`src/rtl/hazard_ctrl.sv`:
```
`default_nettype none
// ============================================================================
// Module      : hazard_ctrl
// Description : Pipeline sequencing controller for the RV32 5-stage core.
//               Resolves data-memory wait states, taken-branch flushes and
//               load-use hazards into PC / pipeline-register enables and
//               clears. Tracks a sticky memory-timeout flag and saturating
//               stall / flush performance counters.
// Revision    : 1.0 - initial release
// ============================================================================
module hazard_ctrl #(
  parameter logic [1:0] LOAD_WBSEL  = 2'b00,
  parameter int         MEM_TIMEOUT = 16,
  parameter int         CNT_W       = 32
) (
  input  logic             clk,
  input  logic             rst_n,
  input  logic [4:0]       id_rs1,
  input  logic [4:0]       id_rs2,
  input  logic             id_use_rs1,
  input  logic             id_use_rs2,
  input  logic [4:0]       ex_rd,
  input  logic             ex_regwen,
  input  logic [1:0]       ex_wbsel,
  input  logic             ex_br_taken,
  input  logic             mem_req,
  input  logic             mem_ready,
  input  logic             err_clr,
  output logic             pc_en,
  output logic             ifid_en,
  output logic             ifid_clear,
  output logic             idex_en,
  output logic             idex_clear,
  output logic             exmem_en,
  output logic             memwb_clear,
  output logic             mem_err,
  output logic [CNT_W-1:0] stall_cnt,
  output logic [CNT_W-1:0] flush_cnt
);

  typedef enum logic [0:0] {
    RUN      = 1'b0,
    MEM_WAIT = 1'b1
  } state_e;

  localparam logic [15:0]      TIMEOUT_VAL = 16'(MEM_TIMEOUT);
  localparam logic [CNT_W-1:0] CNT_MAX     = {CNT_W{1'b1}};
  localparam logic [CNT_W-1:0] CNT_ONE     = {{(CNT_W-1){1'b0}}, 1'b1};

  state_e            state_q, state_d;
  logic [15:0]       wcnt_q, wcnt_d;
  logic              mem_err_q, mem_err_d;
  logic [CNT_W-1:0]  stall_cnt_q, stall_cnt_d;
  logic [CNT_W-1:0]  flush_cnt_q, flush_cnt_d;

  logic              lu;
  logic              rs1_hit;
  logic              rs2_hit;
  logic              mwait;
  logic              timeout;
  logic              freeze;
  logic              err_set;

  // Hazard terms: load-use match, pending memory wait, and timeout release.
  always_comb begin
    rs1_hit = id_use_rs1 && (id_rs1 == ex_rd);
    rs2_hit = id_use_rs2 && (id_rs2 == ex_rd);
    lu      = ex_regwen && (ex_wbsel == LOAD_WBSEL) && (ex_rd != 5'd0) &&
              (rs1_hit || rs2_hit);
    mwait   = mem_req && !mem_ready;
    timeout = (state_q == MEM_WAIT) && (wcnt_q == TIMEOUT_VAL);
    freeze  = mwait && !timeout;
    // A timeout only fires when the access is still outstanding.
    err_set = mwait && timeout;
  end

  // Pipeline controls by priority: freeze > branch flush > load-use > normal.
  // While reset is asserted the controls are forced to their pass-through values.
  always_comb begin
    pc_en       = 1'b1;
    ifid_en     = 1'b1;
    ifid_clear  = 1'b0;
    idex_en     = 1'b1;
    idex_clear  = 1'b0;
    exmem_en    = 1'b1;
    memwb_clear = 1'b0;
    if (rst_n) begin
      if (freeze) begin
        // Hold everything upstream of MEM; feed a bubble into WB.
        pc_en       = 1'b0;
        ifid_en     = 1'b0;
        idex_en     = 1'b0;
        exmem_en    = 1'b0;
        memwb_clear = 1'b1;
      end else if (ex_br_taken) begin
        // Squash the two wrong-path instructions in IF/ID and ID/EX.
        ifid_clear = 1'b1;
        idex_clear = 1'b1;
      end else if (lu) begin
        // Hold PC and IF/ID, load a bubble into ID/EX for one cycle.
        pc_en      = 1'b0;
        ifid_en    = 1'b0;
        idex_clear = 1'b1;
      end
    end
  end

  // Memory-wait state machine and its per-access frozen-cycle counter.
  always_comb begin
    state_d = state_q;
    wcnt_d  = wcnt_q;
    case (state_q)
      RUN: begin
        if (mwait) begin
          state_d = MEM_WAIT;
          wcnt_d  = 16'd1;
        end
      end
      MEM_WAIT: begin
        // Completion, a dropped request, or the timeout all release the pipe.
        if (!mwait || timeout) begin
          state_d = RUN;
          wcnt_d  = 16'd0;
        end else begin
          wcnt_d = wcnt_q + 16'd1;
        end
      end
      default: begin
        state_d = RUN;
        wcnt_d  = 16'd0;
      end
    endcase
  end

  // Sticky error flag (set beats clear) and saturating performance counters.
  always_comb begin
    mem_err_d   = err_set || (mem_err_q && !err_clr);
    stall_cnt_d = stall_cnt_q;
    flush_cnt_d = flush_cnt_q;
    if (!pc_en && (stall_cnt_q != CNT_MAX)) begin
      stall_cnt_d = stall_cnt_q + CNT_ONE;
    end
    if (ifid_clear && (flush_cnt_q != CNT_MAX)) begin
      flush_cnt_d = flush_cnt_q + CNT_ONE;
    end
  end

  // State and counter registers with asynchronous active-low reset.
  always_ff @(posedge clk or negedge rst_n) begin
    if (!rst_n) begin
      state_q     <= RUN;
      wcnt_q      <= 16'd0;
      mem_err_q   <= 1'b0;
      stall_cnt_q <= '0;
      flush_cnt_q <= '0;
    end else begin
      state_q     <= state_d;
      wcnt_q      <= wcnt_d;
      mem_err_q   <= mem_err_d;
      stall_cnt_q <= stall_cnt_d;
      flush_cnt_q <= flush_cnt_d;
    end
  end

  assign mem_err   = mem_err_q;
  assign stall_cnt = stall_cnt_q;
  assign flush_cnt = flush_cnt_q;

endmodule
`default_nettype wire

```
`config.mk`:
```
export PLATFORM = sky130hd
export DESIGN_NAME = hazard_ctrl
export DESIGN_NICKNAME = d
export VERILOG_FILES = /design/src/rtl/hazard_ctrl.sv
export SDC_FILE = /design/constraint.sdc
export NUM_CORES = 1
export LEC_CHECK = 0
export CORE_MARGIN = 1.5
export CORE_UTILIZATION = 45
export CTS_CLUSTER_SIZE = 16
export DETAILED_ROUTE_END_ITERATION = 12
export GPL_TIMING_DRIVEN = 0
export PLACE_DENSITY_LB_ADDON = 0.15
export SYNTH_ARGS = -nofsm -noshare
export SYNTH_HDL_FRONTEND = slang
export SYNTH_SLANG_ARGS = --single-unit
```
`constraint.sdc`:
```
create_clock -name clk -period 4.45 [get_ports clk]
set_input_delay 1.335 -clock clk [delete_from_list [all_inputs] [get_ports clk]]
set_output_delay 1.335 -clock clk [all_outputs]
set_load 0.01 [all_outputs]
```
==> results.rst, run 1 <==
.. list-table::
   :header-rows: 1

   * - Metric
     - Value
   * - Routed wire length per instance
     - 14.9 um
   * - Power density over the cells
     - 298 nW/um^2
   * - Kind of end point of the critical path
     - output port
   * - Detail-routed via count per cell
     - 5.33
   * - Logic depth of the worst path, buffers included
     - 8
   * - Kind of launch point of the worst setup path
     - input pin
   * - Fraction of the core area covered by cells at the end of the flow
     - about three fifths
   * - Final wirelength
     - 9970 um
   * - Clk pin slew, worst setup/hold paths
     - 80 ps
   * - Synth Area per Inst
     - 10.2 sq um
   * - Drt first pass iters
     - 4
   * - Type of the most critical hold path
     - register to register
   * - Nets
     - 566
   * - Number of global-route vias before repair
     - between 3000 and 4000
   * - GRT Util Overall
     - between 20% and 30%
   * - Number of pins with negative max-slew slack in the final report
     - 0
   * - Synthesized area
     - 4290 sq um
   * - Fraction of synthesis flops using an asynchronous set or reset pin
     - 100%
   * - Starting density of the core
     - 46.4%
   * - Leakage power summed over all cells
     - 2.38 nW
   * - IR Drop Worst-Case VDD
     - 0.266 mV
   * - Cells on worst reg2reg path
     - 10
   * - Number of setup violations in the final report
     - 0
   * - Total clock buffers created by CTS
     - 9
   * - Slew headroom
     - 46.9%
   * - Max Fanout on Critical Path
     - 4
   * - Port bufs
     - 97
   * - FF-to-FF End
     - stall_cnt[10]
   * - Die Area
     - 10100 sq um
   * - Warnings, synthesis
     - 0
   * - Relative area change from synthesis to final layout
     - 32.5%
   * - Sinks on the clock net
     - 82
   * - Largest buffer count on any clock path
     - 2
   * - Slowest stage cell on the critical path
     - sky130_fd_sc_hd__or4_1
   * - Final Wtd Congestion
     - 0.831
   * - Slack of the worst reg-to-reg path
     - 1780 ps
   * - Type of the worst setup path
     - input pin to output port
   * - Setup TNS
     - 0 ps
   * - Die H
     - 101 um
   * - Post-route DRC violation count
     - 0
   * - CP max stage delay
     - 530 ps
   * - Final clock skew
     - 9.70 ps
   * - Buffers plus inverters on the worst setup path
     - 4
   * - Cells after synthesis
     - between 400 and 500
   * - H-tree levels
     - 3
   * - Count of pins on the block boundary
     - ~100
   * - Detailed placer's ending HPWL
     - 7240 um
   * - Core Region
     - between 9000 and 10000 sq um
   * - Cell seen most often among critical-path stages
     - sky130_fd_sc_hd__buf_4
   * - Initial antenna violation count
     - 0
   * - Horiz. Die Dim
     - 101 um
   * - Number of vias after detailed routing
     - 3566
   * - Seq cells post-synth
     - 82
   * - Highest clock frequency the design can meet
     - 229 MHz
   * - Status
     - finished clean
   * - Worst EP arrival
     - 3030 ps
   * - Violation count after the first detailed-routing iteration
     - ~90
   * - Number of enable-type register cells in the synthesized netlist
     - 0
   * - # diodes
     - 0
   * - Required @ worst endpoint
     - around 3100 ps
   * - CTS tree
     - yes
   * - Wire length of the first global-routing pass
     - 16900 um
   * - Time the final worst path needs with I/O delays and setup
     - 4360 ps
   * - Remaining global-route overflow
     - 0
   * - ANT nets after route
     - 0
   * - Worst setup path startpoint
     - ex_rd[4]
   * - Endpoint of the worst setup timing path
     - pc_en
   * - Cells traversed along the worst timing path
     - dlygate4sd2_1, or4_1, o211ai_1, nor3b_2, a21oi_2, buf_6, buf_4, buf_4
   * - Sequential fraction of the synthesis area
     - 47.9%
   * - Max-cap viol count
     - 0
   * - Number of hold violations in the final report
     - 0
   * - Predominant post-synthesis flop cell
     - sky130_fd_sc_hd__dfrtp_1
   * - Pin count of the biggest net entering global routing
     - 53
   * - Total nets after synthesis
     - 452
   * - Transition time at the pin with the least slew margin
     - 789 ps
   * - Crit Reg-Reg Startpoint
     - wcnt_q[3]
   * - Portion of the clock cycle consumed by the worst path in the final layout
     - 98.0%
   * - Gate family responsible for the most delay along the worst path
     - simple AND/OR/NAND/NOR gates
   * - Count of cell types in the netlist
     - 52
   * - Clock latency of the later-clocked register in the worst-skew pair
     - 350 ps
   * - Clock Root Buffer
     - sky130_fd_sc_hd__clkbuf_8
   * - Rows
     - 35
   * - Share of layout cells above drive strength 1
     - 9.26%
-- repair_timing --
item                       4_1_cts  5_1_grt
pin swaps                        3        4
hold buffers                     0        0
buffers inserted                 4        1
setup endpoints to repair        3        6
resized for setup               13        5
-- worst min path at each step --
stage,from,endpoint,slack [ps],depth (start not counted)
floorplan,wcnt_q[15],wcnt_q[15],450,1
global placement,wcnt_q[15],wcnt_q[15],470,1
detailed placement,stall_cnt[7],stall_cnt[7],480,1
CTS,stall_cnt[7],stall_cnt[7],490,1
global route,wcnt_q[15],wcnt_q[15],520,1
finish,stall_cnt[15],stall_cnt[15],490,1
-- Yosys cell counts (2+ instances only) --
cell / number / area [sq um]
sky130_fd_sc_hd__dfrtp_1: 82 / 2050
sky130_fd_sc_hd__xnor2_1: 44 / 385
sky130_fd_sc_hd__nand2_1: 42 / 158
sky130_fd_sc_hd__xor2_1: 27 / 236
sky130_fd_sc_hd__nand4_1: 26 / 163
sky130_fd_sc_hd__nand3_1: 23 / 115
sky130_fd_sc_hd__nor2_1: 21 / 78.8
sky130_fd_sc_hd__o21ai_0: 21 / 105
sky130_fd_sc_hd__nor3_1: 14 / 70.1
sky130_fd_sc_hd__and3_1: 11 / 68.8
sky130_fd_sc_hd__inv_1: 11 / 41.3
sky130_fd_sc_hd__nor4_1: 9 / 56.3
sky130_fd_sc_hd__a31oi_1: 5 / 31.3
sky130_fd_sc_hd__clkbuf_1: 5 / 18.8
sky130_fd_sc_hd__a21oi_1: 4 / 20.0
sky130_fd_sc_hd__and2_1: 4 / 25.0
sky130_fd_sc_hd__and4_1: 4 / 35.0
sky130_fd_sc_hd__buf_2: 4 / 20.0
sky130_fd_sc_hd__ha_1: 4 / 50.1
sky130_fd_sc_hd__nor3b_1: 4 / 30.0
sky130_fd_sc_hd__nor4b_1: 4 / 35.0
sky130_fd_sc_hd__o31ai_1: 4 / 30.0
sky130_fd_sc_hd__or3_1: 4 / 25.0
sky130_fd_sc_hd__mux2_2: 3 / 33.8
sky130_fd_sc_hd__nand2b_1: 3 / 18.8
sky130_fd_sc_hd__nand3b_1: 3 / 22.5
sky130_fd_sc_hd__nand4b_1: 3 / 26.3
sky130_fd_sc_hd__or3b_1: 3 / 26.3
sky130_fd_sc_hd__buf_4: 2 / 15.0
sky130_fd_sc_hd__inv_2: 2 / 7.51
sky130_fd_sc_hd__nor3_2: 2 / 20.0
sky130_fd_sc_hd__nor4_2: 2 / 25.0
sky130_fd_sc_hd__o22ai_1: 2 / 12.5
sky130_fd_sc_hd__or4_1: 2 / 15.0
-- registers in the layout, indices dropped and copies added (netlist names) --
signal,count
mem_err,1
flush_cnt,32
stall_cnt,32
state_q,1
wcnt_q,16
-- cells by family after synthesis --
kind of cell	count (synthesis)	synth area share [%]
muxes	4	1.02
AOI/OAI and AO/OA	42	6.04
buffers and inverters	25	2.66
DFF	82	47.9
and+or+nand+nor	194	26.7
xor gates and xnor gates	71	14.5
adders and majority gates	4	1.17
-- metrics by stage --
stage	setup slack, ps	cells	power [mW]	cell area (sq um)	hold slack, ps
2_1_floorplan	451	422	0.992	4290	446
3_3_place_gp	-3240	648	1.17	5420	470
3_5_place_dp	-832	649	1.18	5440	479
4_1_cts	14.6	668	1.71	5660	495
5_1_grt	-8.70	669	1.78	5680	519
6_report	87.0	669	1.69	5680	489
-- metal layers --
metal  GRT usage, %  share of wire [%]  up-vias  wire length (um)
li1               -                  -     1736                 -
met1           26.9                 44     1739              4420
met2           34.9                 50       81              4970
met3           6.03                4.7       10               465
met4           5.74                1.2        0               115
met5              0                  0        -                 0
-- power breakdown --
part	switching [mW]	internal (mW)
logic	0.126	0.171
registers	0.0683	0.797
clock network	0.259	0.271
total	0.453	1.24
-- cells in the final DEF, fill, tap and decap left out, types with 14 or more instances in the layout --
master	instances
sky130_fd_sc_hd__clkdlybuf4s50_1	89
sky130_fd_sc_hd__dfrtp_1	82
sky130_fd_sc_hd__nand2_1	42
sky130_fd_sc_hd__nand3_1	23
sky130_fd_sc_hd__nand4_1	26
sky130_fd_sc_hd__nor2_1	21
sky130_fd_sc_hd__nor3_1	14
sky130_fd_sc_hd__o21ai_0	21
sky130_fd_sc_hd__xnor2_1	44
sky130_fd_sc_hd__xor2_1	27
-- area by class of cell --
type,instances,area (sq um)
plain buffers,12,71.3
clock buffers,12,145
clock inverters,3,40.0
fillers,816,3560
inverters,13,48.8
multi-input cells,315,2140
flip-flops and latches,82,2050
well taps,129,161
repair buffers,103,1020
Note: power is estimated with default switching activity, not from simulation.
==> run 2, diff against run 1 <==
--- a/config.mk
+++ b/config.mk
@@ -5,6 +5,7 @@
 export SDC_FILE = /design/constraint.sdc
 export NUM_CORES = 1
 export LEC_CHECK = 0
+export ABC_CLOCK_PERIOD_IN_PS = 4450
 export CORE_MARGIN = 1.5
 export CORE_UTILIZATION = 45
 export CTS_CLUSTER_SIZE = 16
==> results of run 2 <==
Final layout, timing and power as in run 1 (identical DEF).
==> RTL change (flow settings as in run 2) <==
`CNT_W`: 32 -> 48.
--- a/src/rtl/hazard_ctrl.sv
+++ b/src/rtl/hazard_ctrl.sv
@@ -13,3 +13,3 @@
   parameter int         MEM_TIMEOUT = 16,
-  parameter int         CNT_W       = 32
+  parameter int         CNT_W       = 48
 ) (
Ports: changed (resized flush_cnt and stall_cnt); port bits go from 98 to 130. No check against the original RTL was run, so the function may have changed too.
==> RTL change against run 2 <==
- total power up 59%
- sequential share of layout area is 0.56 points lower
- non-clock buffer count is 45 higher
- final area grew 41%
- sequential cell count grew 32
- count of clock-buffer cells in the layout increased by 8
- combinational power up 7.4%
- setup slack got worse by 0.063 ns
- routed wire length increased by 49%
- area after synthesis increased by 36%
- cell count is 39% higher
==> RTL change: results (changes against run 2) <==
stage,metric,value,unit,change
clocking,h-tree-depth,4,,was 3
final_layout,drive_above_1_share,10.85,%,was 9.259%
synth,synth_compound_gate_area_share,4.802,%,was 6.042%
synth,syn-num-nets,615,,was 452
clocking,root_buffer,clkbuf_16,,was clkbuf_8
global_routing,grt_usage,22.60,%,was 21.02%
timing,hold_ws,0.4835,ns,was 0.4891 ns
pwr,p_leak,3.618,nW,was 2.377 nW
synth,synth-xor-area-share,15.61,%,was 14.51%
synth,synth_mux_area_share,0.5788,%,was 1.022%
pwr,intPower,0.002009,W,was 0.001238 W
global_routing,grt_pass1_vias,4883,,was 3465
routing,dr.pass1.iters,5,,was 4
routing,via_count,5026,,was 3566
clocking,clkTransAtPathRegs,0.05,ns,was 0.08 ns
synth,synthAdderAreaFrac,0.8574,%,was 1.168%
timing,fin_skew,0.01408,ns,was 0.009704 ns
placed_design,io_buffer_count,129,,was 97
global_routing,grt_max_degree,43,,was 53
status,status,"complete, no violations",,unchanged
critical_path,critPathLaunch,ex_rd[2],,was ex_rd[4]
placed_design,post-place-ws,-1.133,ns,was -0.8322 ns
placed_design,gp_congestion,0.8636,,was 0.8307
pwr,power,0.002688,W,was 0.001691 W
routing,wl_per_cell,16.02,µm,was 14.91 µm
timing,worstMarginPinSlew,0.6467,ns,was 0.7888 ns
pwr,peakVddDrop,0.3146,mV,was 0.2657 mV
global_routing,grt_pass1_wl,23820,µm,was 16890 µm
placed_design,dp_hpwl,10300,µm,was 7237 µm
==> RTL change: layer usage <==
layer | part of all wire, % | vias to the layer above | global-route usage [%]
met5 | 0 | - | 0
met2 | 48 | 164 | 36.69
met1 | 43 | 2455 | 29.16
li1 | - | 2393 | -
met4 | 1.1 | 0 | 8.434
met3 | 7.0 | 14 | 6.128
==> RTL change: metrics by stage <==
step / area, µm² / std cells
final: 8023 / 928
after detailed placement: 7372 / 887
after CTS: 8000 / 925
after floorplan: 5837 / 585
after global placement: 7343 / 886
after global routing: 8023 / 928
==> RTL change: worst min path at each step <==
stage                         end           from
finish              stall_cnt[36]  stall_cnt[36]
global route        stall_cnt[36]  stall_cnt[36]
CTS                 stall_cnt[36]  stall_cnt[36]
detailed placement  stall_cnt[36]  stall_cnt[36]
global placement    stall_cnt[36]  stall_cnt[36]
floorplan              wcnt_q[15]     wcnt_q[15]
==> RTL change: critical path, cell delays in order <==
cell and delay, ns:
clkdlybuf4s15_1 0.23, or4_1 0.48, o211ai_1 0.29, nor3b_2 0.09, a21oi_2 0.24, buf_6 0.14
buf_8 0.10, buf_4 0.10, buf_6 0.09
==> RTL change: final cells by class <==
cell class | count | area, µm²
tap | 172 | 215.2
inverter | 16 | 60.06
timing repair buffer | 140 | 1409
buffer | 20 | 120.1
clock buffer | 20 | 466.7
clock inverter | 11 | 63.81
sequential | 114 | 2853
multi-input combinational | 435 | 2835
fill | 1106 | 4597
==> RTL change: logic make-up after synthesis <==
kind of cell,count (synthesis)
DFF,114
AOI/OAI and AO/OA,47
and+or+nand+nor,277
xor gates and xnor gates,104
muxes,3
adders and majority gates,4
buffers and inverters,36
==> RTL change: timing repair <==
item	4_1_cts	5_1_grt
resized for setup	27	2
setup buffers	6	3
cloned	1	0
setup endpoints to repair	4	1
pin swaps	4	4
==> RTL change: power groups by stage <==
stage	combinational, W	sequential (W)	clock [W]
detailed placement	0.000311	0.00118	0
global placement	0.000303	0.00118	0
CTS	0.000322	0.00117	0.00123
global route	0.000346	0.00118	0.00128
floorplan	0.000106	0.00119	0
finish	0.000319	0.00117	0.00120
